==> src/rtl/alu_rs.sv <==
// alu_rs: reservation station for the integer ALU.
//
// Holds decoded ALU-class instructions (OP, OP-IMM, AUIPC, JAL, branch) until
// both source operands are known. It snoops the ALU and LSB result buses to
// capture missing operands, and issues at most one ready instruction per cycle
// through registered outputs. Issue picks the lowest ready index. Dispatch
// writes into the lowest free index.
//
// Ports
//   clk, rst            clock, synchronous active-high reset
//   rdy                 global enable; low freezes all state and outputs
//   rollback_config     misprediction flush (clears all entries)
//   in_*                dispatched instruction: opcode/funct fields, operand
//                       values/tags with valid flags, imm, PC, destination tag
//   alu_cdb_*, lsb_cdb_*  result broadcasts (valid, ROB tag, value)
//   out_full            all entries busy (combinational)
//   out_*               registered issue packet to the ALU
module alu_rs #(
    parameter int unsigned RS_SIZE = 8,
    parameter int unsigned RS_IDX  = 3
) (
    input  logic        clk,
    input  logic        rst,
    input  logic        rdy,
    input  logic        rollback_config,
    input  logic        in_config,
    input  logic [6:0]  in_opcode,
    input  logic [2:0]  in_precise,
    input  logic        in_more_precise,
    input  logic        in_qj_valid,
    input  logic [31:0] in_vj,
    input  logic [3:0]  in_qj,
    input  logic        in_qk_valid,
    input  logic [31:0] in_vk,
    input  logic [3:0]  in_qk,
    input  logic [31:0] in_imm,
    input  logic [31:0] in_PC,
    input  logic [3:0]  in_rob_entry,
    input  logic        alu_cdb_config,
    input  logic [3:0]  alu_cdb_rob_entry,
    input  logic [31:0] alu_cdb_val,
    input  logic        lsb_cdb_config,
    input  logic [3:0]  lsb_cdb_rob_entry,
    input  logic [31:0] lsb_cdb_val,
    output logic        out_full,
    output logic        out_config,
    output logic [31:0] out_a,
    output logic [31:0] out_b,
    output logic [31:0] out_imm,
    output logic [31:0] out_PC,
    output logic [6:0]  out_opcode,
    output logic [2:0]  out_precise,
    output logic        out_more_precise,
    output logic [3:0]  out_rob_entry
);

    // Entry storage
    logic [RS_SIZE-1:0] r_busy;
    logic [RS_SIZE-1:0] r_rj;
    logic [RS_SIZE-1:0] r_rk;
    logic [6:0]         r_opcode       [RS_SIZE];
    logic [2:0]         r_precise      [RS_SIZE];
    logic               r_more_precise [RS_SIZE];
    logic [31:0]        r_vj           [RS_SIZE];
    logic [31:0]        r_vk           [RS_SIZE];
    logic [3:0]         r_qj           [RS_SIZE];
    logic [3:0]         r_qk           [RS_SIZE];
    logic [31:0]        r_imm          [RS_SIZE];
    logic [31:0]        r_pc           [RS_SIZE];
    logic [3:0]         r_rob          [RS_SIZE];

    logic [RS_SIZE-1:0] w_ready;
    logic               w_issue_valid;
    logic [RS_IDX-1:0]  w_issue_idx;
    logic [RS_IDX-1:0]  w_free_idx;
    logic               w_disp;
    logic               w_alu_j, w_lsb_j, w_alu_k, w_lsb_k;
    logic               w_disp_rj, w_disp_rk;
    logic [31:0]        w_disp_vj, w_disp_vk;

    assign out_full = &r_busy;
    assign w_disp   = in_config && !out_full;
    assign w_ready  = r_busy & r_rj & r_rk;
    assign w_issue_valid = |w_ready;

    // Lowest-index search: scan downward so the smallest match is written last.
    always_comb begin
        w_issue_idx = '0;
        w_free_idx  = '0;
        for (int i = RS_SIZE - 1; i >= 0; i--) begin
            if (w_ready[i]) w_issue_idx = RS_IDX'(i);
            if (!r_busy[i]) w_free_idx = RS_IDX'(i);
        end
    end

    // Same-edge bypass of a broadcast into the dispatched operands; ALU bus wins.
    always_comb begin
        w_alu_j   = alu_cdb_config && (alu_cdb_rob_entry == in_qj);
        w_lsb_j   = lsb_cdb_config && (lsb_cdb_rob_entry == in_qj);
        w_alu_k   = alu_cdb_config && (alu_cdb_rob_entry == in_qk);
        w_lsb_k   = lsb_cdb_config && (lsb_cdb_rob_entry == in_qk);
        w_disp_rj = in_qj_valid || w_alu_j || w_lsb_j;
        w_disp_rk = in_qk_valid || w_alu_k || w_lsb_k;
        w_disp_vj = in_qj_valid ? in_vj : (w_alu_j ? alu_cdb_val : lsb_cdb_val);
        w_disp_vk = in_qk_valid ? in_vk : (w_alu_k ? alu_cdb_val : lsb_cdb_val);
    end

    always_ff @(posedge clk) begin
        if (rst || rollback_config) begin
            r_busy           <= '0;
            out_config       <= 1'b0;
            out_a            <= '0;
            out_b            <= '0;
            out_imm          <= '0;
            out_PC           <= '0;
            out_opcode       <= '0;
            out_precise      <= '0;
            out_more_precise <= 1'b0;
            out_rob_entry    <= '0;
        end else if (rdy) begin
            // Wakeup of waiting operands in busy entries.
            for (int i = 0; i < RS_SIZE; i++) begin
                if (r_busy[i] && !r_rj[i]) begin
                    if (alu_cdb_config && alu_cdb_rob_entry == r_qj[i]) begin
                        r_vj[i] <= alu_cdb_val;
                        r_rj[i] <= 1'b1;
                    end else if (lsb_cdb_config && lsb_cdb_rob_entry == r_qj[i]) begin
                        r_vj[i] <= lsb_cdb_val;
                        r_rj[i] <= 1'b1;
                    end
                end
                if (r_busy[i] && !r_rk[i]) begin
                    if (alu_cdb_config && alu_cdb_rob_entry == r_qk[i]) begin
                        r_vk[i] <= alu_cdb_val;
                        r_rk[i] <= 1'b1;
                    end else if (lsb_cdb_config && lsb_cdb_rob_entry == r_qk[i]) begin
                        r_vk[i] <= lsb_cdb_val;
                        r_rk[i] <= 1'b1;
                    end
                end
            end

            // Issue from pre-edge state; data outputs hold when nothing is ready.
            out_config <= w_issue_valid;
            if (w_issue_valid) begin
                r_busy[w_issue_idx] <= 1'b0;
                out_a               <= r_vj[w_issue_idx];
                out_b               <= r_vk[w_issue_idx];
                out_imm             <= r_imm[w_issue_idx];
                out_PC              <= r_pc[w_issue_idx];
                out_opcode          <= r_opcode[w_issue_idx];
                out_precise         <= r_precise[w_issue_idx];
                out_more_precise    <= r_more_precise[w_issue_idx];
                out_rob_entry       <= r_rob[w_issue_idx];
            end

            // Free slot is never the issuing slot, since issue needs busy.
            if (w_disp) begin
                r_busy[w_free_idx]         <= 1'b1;
                r_opcode[w_free_idx]       <= in_opcode;
                r_precise[w_free_idx]      <= in_precise;
                r_more_precise[w_free_idx] <= in_more_precise;
                r_rj[w_free_idx]           <= w_disp_rj;
                r_vj[w_free_idx]           <= w_disp_vj;
                r_qj[w_free_idx]           <= in_qj;
                r_rk[w_free_idx]           <= w_disp_rk;
                r_vk[w_free_idx]           <= w_disp_vk;
                r_qk[w_free_idx]           <= in_qk;
                r_imm[w_free_idx]          <= in_imm;
                r_pc[w_free_idx]           <= in_PC;
                r_rob[w_free_idx]          <= in_rob_entry;
            end
        end
    end

endmodule

==> config.mk <==
export PLATFORM = sky130hd
export DESIGN_NAME = alu_rs
export DESIGN_NICKNAME = d
export VERILOG_FILES = /design/src/rtl/alu_rs.sv
export SDC_FILE = /design/constraint.sdc
export NUM_CORES = 2
export LEC_CHECK = 0
export CELL_PAD_IN_SITES_DETAIL_PLACEMENT = 1
export CELL_PAD_IN_SITES_GLOBAL_PLACEMENT = 1
export CORE_ASPECT_RATIO = 0.8
export CORE_MARGIN = 4
export CORE_UTILIZATION = 42
export DETAILED_ROUTE_END_ITERATION = 10
export GPL_TIMING_DRIVEN = 0
export PLACE_DENSITY = 0.68
export SYNTH_ARGS = -nofsm -noshare
export SYNTH_HDL_FRONTEND = slang
export SYNTH_SLANG_ARGS = --single-unit
export TNS_END_PERCENT = 50
==> constraint.sdc <==
create_clock -name clk -period 9 [get_ports clk]
set_input_delay 1.8 -clock clk [delete_from_list [all_inputs] [get_ports clk]]
set_output_delay 1.8 -clock clk [all_outputs]
set_load 0.1 [all_outputs]
### Word-level counts from Yosys, hierarchy flattened

Memory sizes are Yosys's and may differ from the RTL's. A register that Yosys moved wholly into a read port is not among the register bits.
Index checks and enable logic that the tools add are counted.

* shift-type cells: 0
* multiplexer cells: 308
* equal/unequal tests: 36
* reduce and logical (&&, ||, !) cells: 81
* div/mod/pow operators: 0
* multiply operators: 0
* bitwise logic cells: 22
* add/sub/neg operators: 0
* magnitude comparators: 4

Operators with widths (count)
* $mux 32: 20
* $mux 1: 262
* $eq 4x4->1: 36
* $logic_and 1x1->1: 55
* $mux 3: 16
* $mux 8: 6
* $and 8x8->8: 3
* $logic_not 1->1: 17
* $bwmux 8: 2
* $or 1x1->1: 16
* $lt 3x4->1 const B: 2
* $not 8->8: 1
* $or 8x8->8: 1
* $reduce_and 8->1: 1
* $reduce_or 8->1: 1
* $demux 1 s3: 2
* $ge 3x1->1 const B: 2
* $logic_or 1x1->1: 5
* $reduce_and 2->1: 2
* $not 1->1: 1

* memory bits (read-only): 0
* latch bits: 0
* memories: 10
* memory bits (writable): 1208
* flip-flop bits (word level): 25
* output and inout bits: 145

Memories
* r_imm: depth 8, bits a word 32, rd ports 1, clocked after Yosys merged registers in 1, write ports 1, line 68 `logic [31:0] r_imm [RS_SIZE];`
* r_pc: depth 8, bits a word 32, rd ports 1, clocked after Yosys merged registers in 1, write ports 1, line 69 `logic [31:0] r_pc [RS_SIZE];`
* r_vj: depth 8, bits a word 32, rd ports 1, clocked after Yosys merged registers in 1, write ports 9, line 64 `logic [31:0] r_vj [RS_SIZE];`
* r_vk: depth 8, bits a word 32, rd ports 1, clocked after Yosys merged registers in 1, write ports 9, line 65 `logic [31:0] r_vk [RS_SIZE];`
* r_opcode: depth 8, bits a word 7, rd ports 1, clocked after Yosys merged registers in 1, write ports 1, line 61 `logic [6:0] r_opcode [RS_SIZE];`
* r_qj: depth 8, bits a word 4, rd ports 8, clocked after Yosys merged registers in 0, write ports 1, line 66 `logic [3:0] r_qj [RS_SIZE];`
* +4 memories

### Logic depth before layout (Yosys ltp)

* depth in word-level cells: 21
* gate-level depth with buffers: 10
* mapped depth without buffers: 8

### Least setup slack after synthesis

OpenSTA, ideal clock, no wires.

* path kind: input to register
* from: input in_config
* to: memory r_imm[5][0], enable pin
* slack: 2980 ps
* path buffers: 3
* arrival: 5535 ps
* data required time: 8515 ps
* cell stages on the path: 6
* setup time: 485 ps
* path through: buf_2 > and3_1 > nand4_1 > a2111oi_2 > buf_2 > clkbuf_1

* word-level cells in the longest chain between the ends: 5

RTL lines
* from (decl): line 26 `input logic in_config,`
* $logic_and 1x1->1: line 82 `assign w_disp = in_config && !out_full;`
* $mux 1: line 158 `if (w_disp) begin`
* $mux 1: line 120 `end else if (rdy) begin`
* $mux 1: line 109 `if (rst || rollback_config) begin`
* $mux 1 (not written as such): line 169 `r_imm[w_free_idx] <= in_imm;`
* to (decl): line 68

Every way passes these cells.

==> flow_metrics.py <==
metrics = {
    "run_status": {
        "status": "complete, but fails checks",
        "failed_checks": "capacitance limit, slew limit",
    },
    "grt": {
        "grt_overflow": 0,
        "grt_pass1_vias": 52200,
        "grt_first_pass_wirelength_um": 397000,
        "grt_max_degree": 68,
        "track_usage": 0.346,
        "antenna_found_initial": 21,
    },
    "synthesis": {
        "ys_types": 64,
        "yosysWarnings": 0,
        "syn_area_um2": 65000,
        "synth_compound_area_frac": 0.151,
        "muxShareOfSynthArea": 0.105,
        "ys_seq_elements": 1376,
        "syn-num-nets": 5578,
        "synthAdderAreaFrac": 0,
        "yosys.area.top_type": "edfxtp_1",
        "async_flop_share": 0,
        "ys_seq_area_frac": 0.613,
        "synthTopCellsByCount": "1224 x edfxtp_1, 574 x nand2_1, 449 x a21oi_1, 401 x clkbuf_1, 394 x mux2i_1",
        "synthMostInstantiatedCell": "edfxtp_1",
        "synth_simple_gate_area_frac": 0.0755,
        "yosys.area.top_type_share": 0.566,
        "synthCells": 5346,
        "syn_area_per_cell_um2": 12.2,
        "yosys-top-cells-area": "edfxtp_1 57%, mux2i_1 6.1%, dfxtp_1 4.7%",
        "synth_top_family_by_area": "compound AO/OA/AOI/OAI gates",
        "synth_xor_area_frac": 0.0190,
        "synth_enable_flop_cells": 1224,
        "synthFlopType": "edfxtp_1",
    },
    "clock_tree": {
        "tritoncts": "yes",
        "cts.htree.levels": 4,
        "clk_path_buf_depth": 3,
        "cts_hold_buf": 0,
        "cts.sinks": 1376,
        "cts_made_buffers": 148,
        "path_clk_slew_ps": 70,
        "insertion_delay_ps": 820,
        "cts-root-buf": "clkbuf_16",
        "cts_setup_buffers": 0,
        "cts_resized": 0,
    },
    "drt": {
        "drc_errors": 0,
        "avgViaCountPerCell": 6.53,
        "routed_wl_um": 287000,
        "vias": 52200,
        "ant_nets": 0,
        "drt_iter0_drc": 6772,
        "wire_per_inst_um": 36.0,
        "dr.pass1.iters": 6,
    },
    "sta": {
        "fin_ws_ps": 3450,
        "worstMarginPinSlew_ps": 1620,
        "slew_headroom": -0.0838,
        "rsz0062_at_grt": "no",
        "fin_tns_setup_ps": 0,
        "hold_viol": 0,
        "min_period_ps": 5550,
        "slew_viol_final": 43,
        "finalSetupViolations": 0,
        "finClkSkew_ps": 33.2,
        "hold_slack_ps": 482,
        "max_freq_mhz": 180,
        "period_share": 0.616,
    },
    "finish": {
        "drive_gt1_frac": 0.114,
        "final_cell_area_um2": 76600,
        "num-nets-final": 6064,
        "layout.cells.non_filler": 7991,
        "nFillCells": 15800,
        "syn_to_final_growth_pct": 17.9,
        "final_util": 0.501,
    },
    "pwr": {
        "power.share.combinational": 0.059,
        "p_leak_nw": 26.7,
        "p_int_mw": 10.8,
        "swShare": 0.236,
        "total_power_mw": 14.1,
        "power_switching_mw": 3.34,
        "power_density_nw_per_um2": 184,
        "seq_power_share": 0.493,
        "ir_worst_vdd_mv": 0.162,
        "clockPowerShare": 0.448,
    },
    "critical_path": {
        "critical_path_arrival_ps": 6230,
        "path_class": "in2reg",
        "critPathLaunchType": "input pin",
        "critical_path_required_ps": 9690,
        "cp_max_fo": 10,
        "crit_path_end_kind": "flop",
    },
    "place": {
        "dpl.hpwl_um": 198000,
        "dp_slack_ps": 2890,
        "place_congestion": 0.950,
        "dp_cells": 7697,
        "io_buffer_count": 301,
        "place_area_um2": 71600,
    },
    "die": {
        "die_area_um2": 161000,
        "dieWidth_um": 448,
        "initial_core_util": 0.425,
        "core_area_um2": 153000,
        "die_h_um": 360,
        "ios": 377,
        "row_count": 128,
    },
    "min_path": {
        "hold_path.class": "reg2reg",
    },
    "run": {
        "max_cap_violations": 5,
    },
}
==> logic make-up after synthesis <==
| group | Yosys count |
|---|---|
| AOI/OAI and AO/OA | 1457 |
| xor gates and xnor gates | 141 |
| buffers and inverters | 582 |
| DFF | 1376 |
| muxes | 650 |
| and+or+nand+nor | 1140 |
==> placed cells by master, fill, tap and decap left out, drive strengths merged, types with 9 or more instances in the layout <==
cell type	count
xnor2	41
a221o	284
bufinv	11
nor3b	12
xor2	100
nand2	575
nand2b	9
clkinv	45
mux2	256
a22o	142
edfxtp	1224
o21ai	340
clkdlybuf4s50	301
clkbuf	615
a22oi	142
diode	18
a21oi	450
nor2	206
nand3b	17
dfxtp	152
inv	13
nor3	31
mux2i	394
buf	204
a31oi	65
nand3	253
==> cell type report <==
class | instances | area (um^2) | share of cell area
multi-input cells | 3388 | 23000 | 0.300
repair buffers | 336 | 3870 | 0.0505
clock buffers | 212 | 4180 | 0.0545
clock inverters | 64 | 792 | 0.0103
diodes | 18 | 45.0 | 0.000588
well taps | 2015 | 2520 | 0.0329
plain buffers | 572 | 2370 | 0.0309
inverters | 10 | 47.5 | 0.000621
flip-flops and latches | 1376 | 39800 | 0.519
==> metal layers <==
metal	up-vias	track usage	part of all wire
li1	21400	-	-
met4	6	0.192	0.062
met1	26700	0.454	0.39
met3	757	0.0972	0.11
met2	3385	0.518	0.44
met5	-	0	0.00011
==> state kept, by name, indices dropped and copies added, names as in the netlist, 24 cells and up <==
register and count:
out_PC 32, r_rob 32, out_imm 32, r_qj 32, r_precise 24, r_vk 256, out_a 32, r_vj 256
r_qk 32, r_opcode 56, r_imm 256, r_pc 256, out_b 32
==> critical path, stage by stage <==
cell and delay [ps]:
clkdlybuf4s50_1 750, xnor2_1 370, and3_1 200, clkbuf_1 660, clkbuf_1 600, nand3_1 140
a31oi_1 1300, mux2_2 370
==> final timing paths <==
check / from / to / slack (ps) / cells after the start
setup / recovery: in_qk[2] / r_vk[4][15]$_DFFE_PP_ / 3450 / 8
hold / removal: out_PC[26]$_SDFFE_PN0P_ / out_PC[26]$_SDFFE_PN0P_ / 480 / 1
setup reg to reg: r_busy[4]$_SDFFE_PN0P_ / out_a[0]$_SDFFE_PN0P_ / 3690 / 9
hold reg to reg: out_PC[26]$_SDFFE_PN0P_ / out_PC[26]$_SDFFE_PN0P_ / 480 / 1
==> power groups by stage <==
stage	registers (mW)	clock network (mW)	logic, mW
after floorplan	7.12	0	0.383
after global placement	7.11	0	0.762
after detailed placement	7.11	0	0.792
after CTS	6.97	6.36	0.797
after global routing	6.97	6.63	0.860
final	6.97	6.33	0.830
No activity file was read; power rests on OpenSTA's default activity.
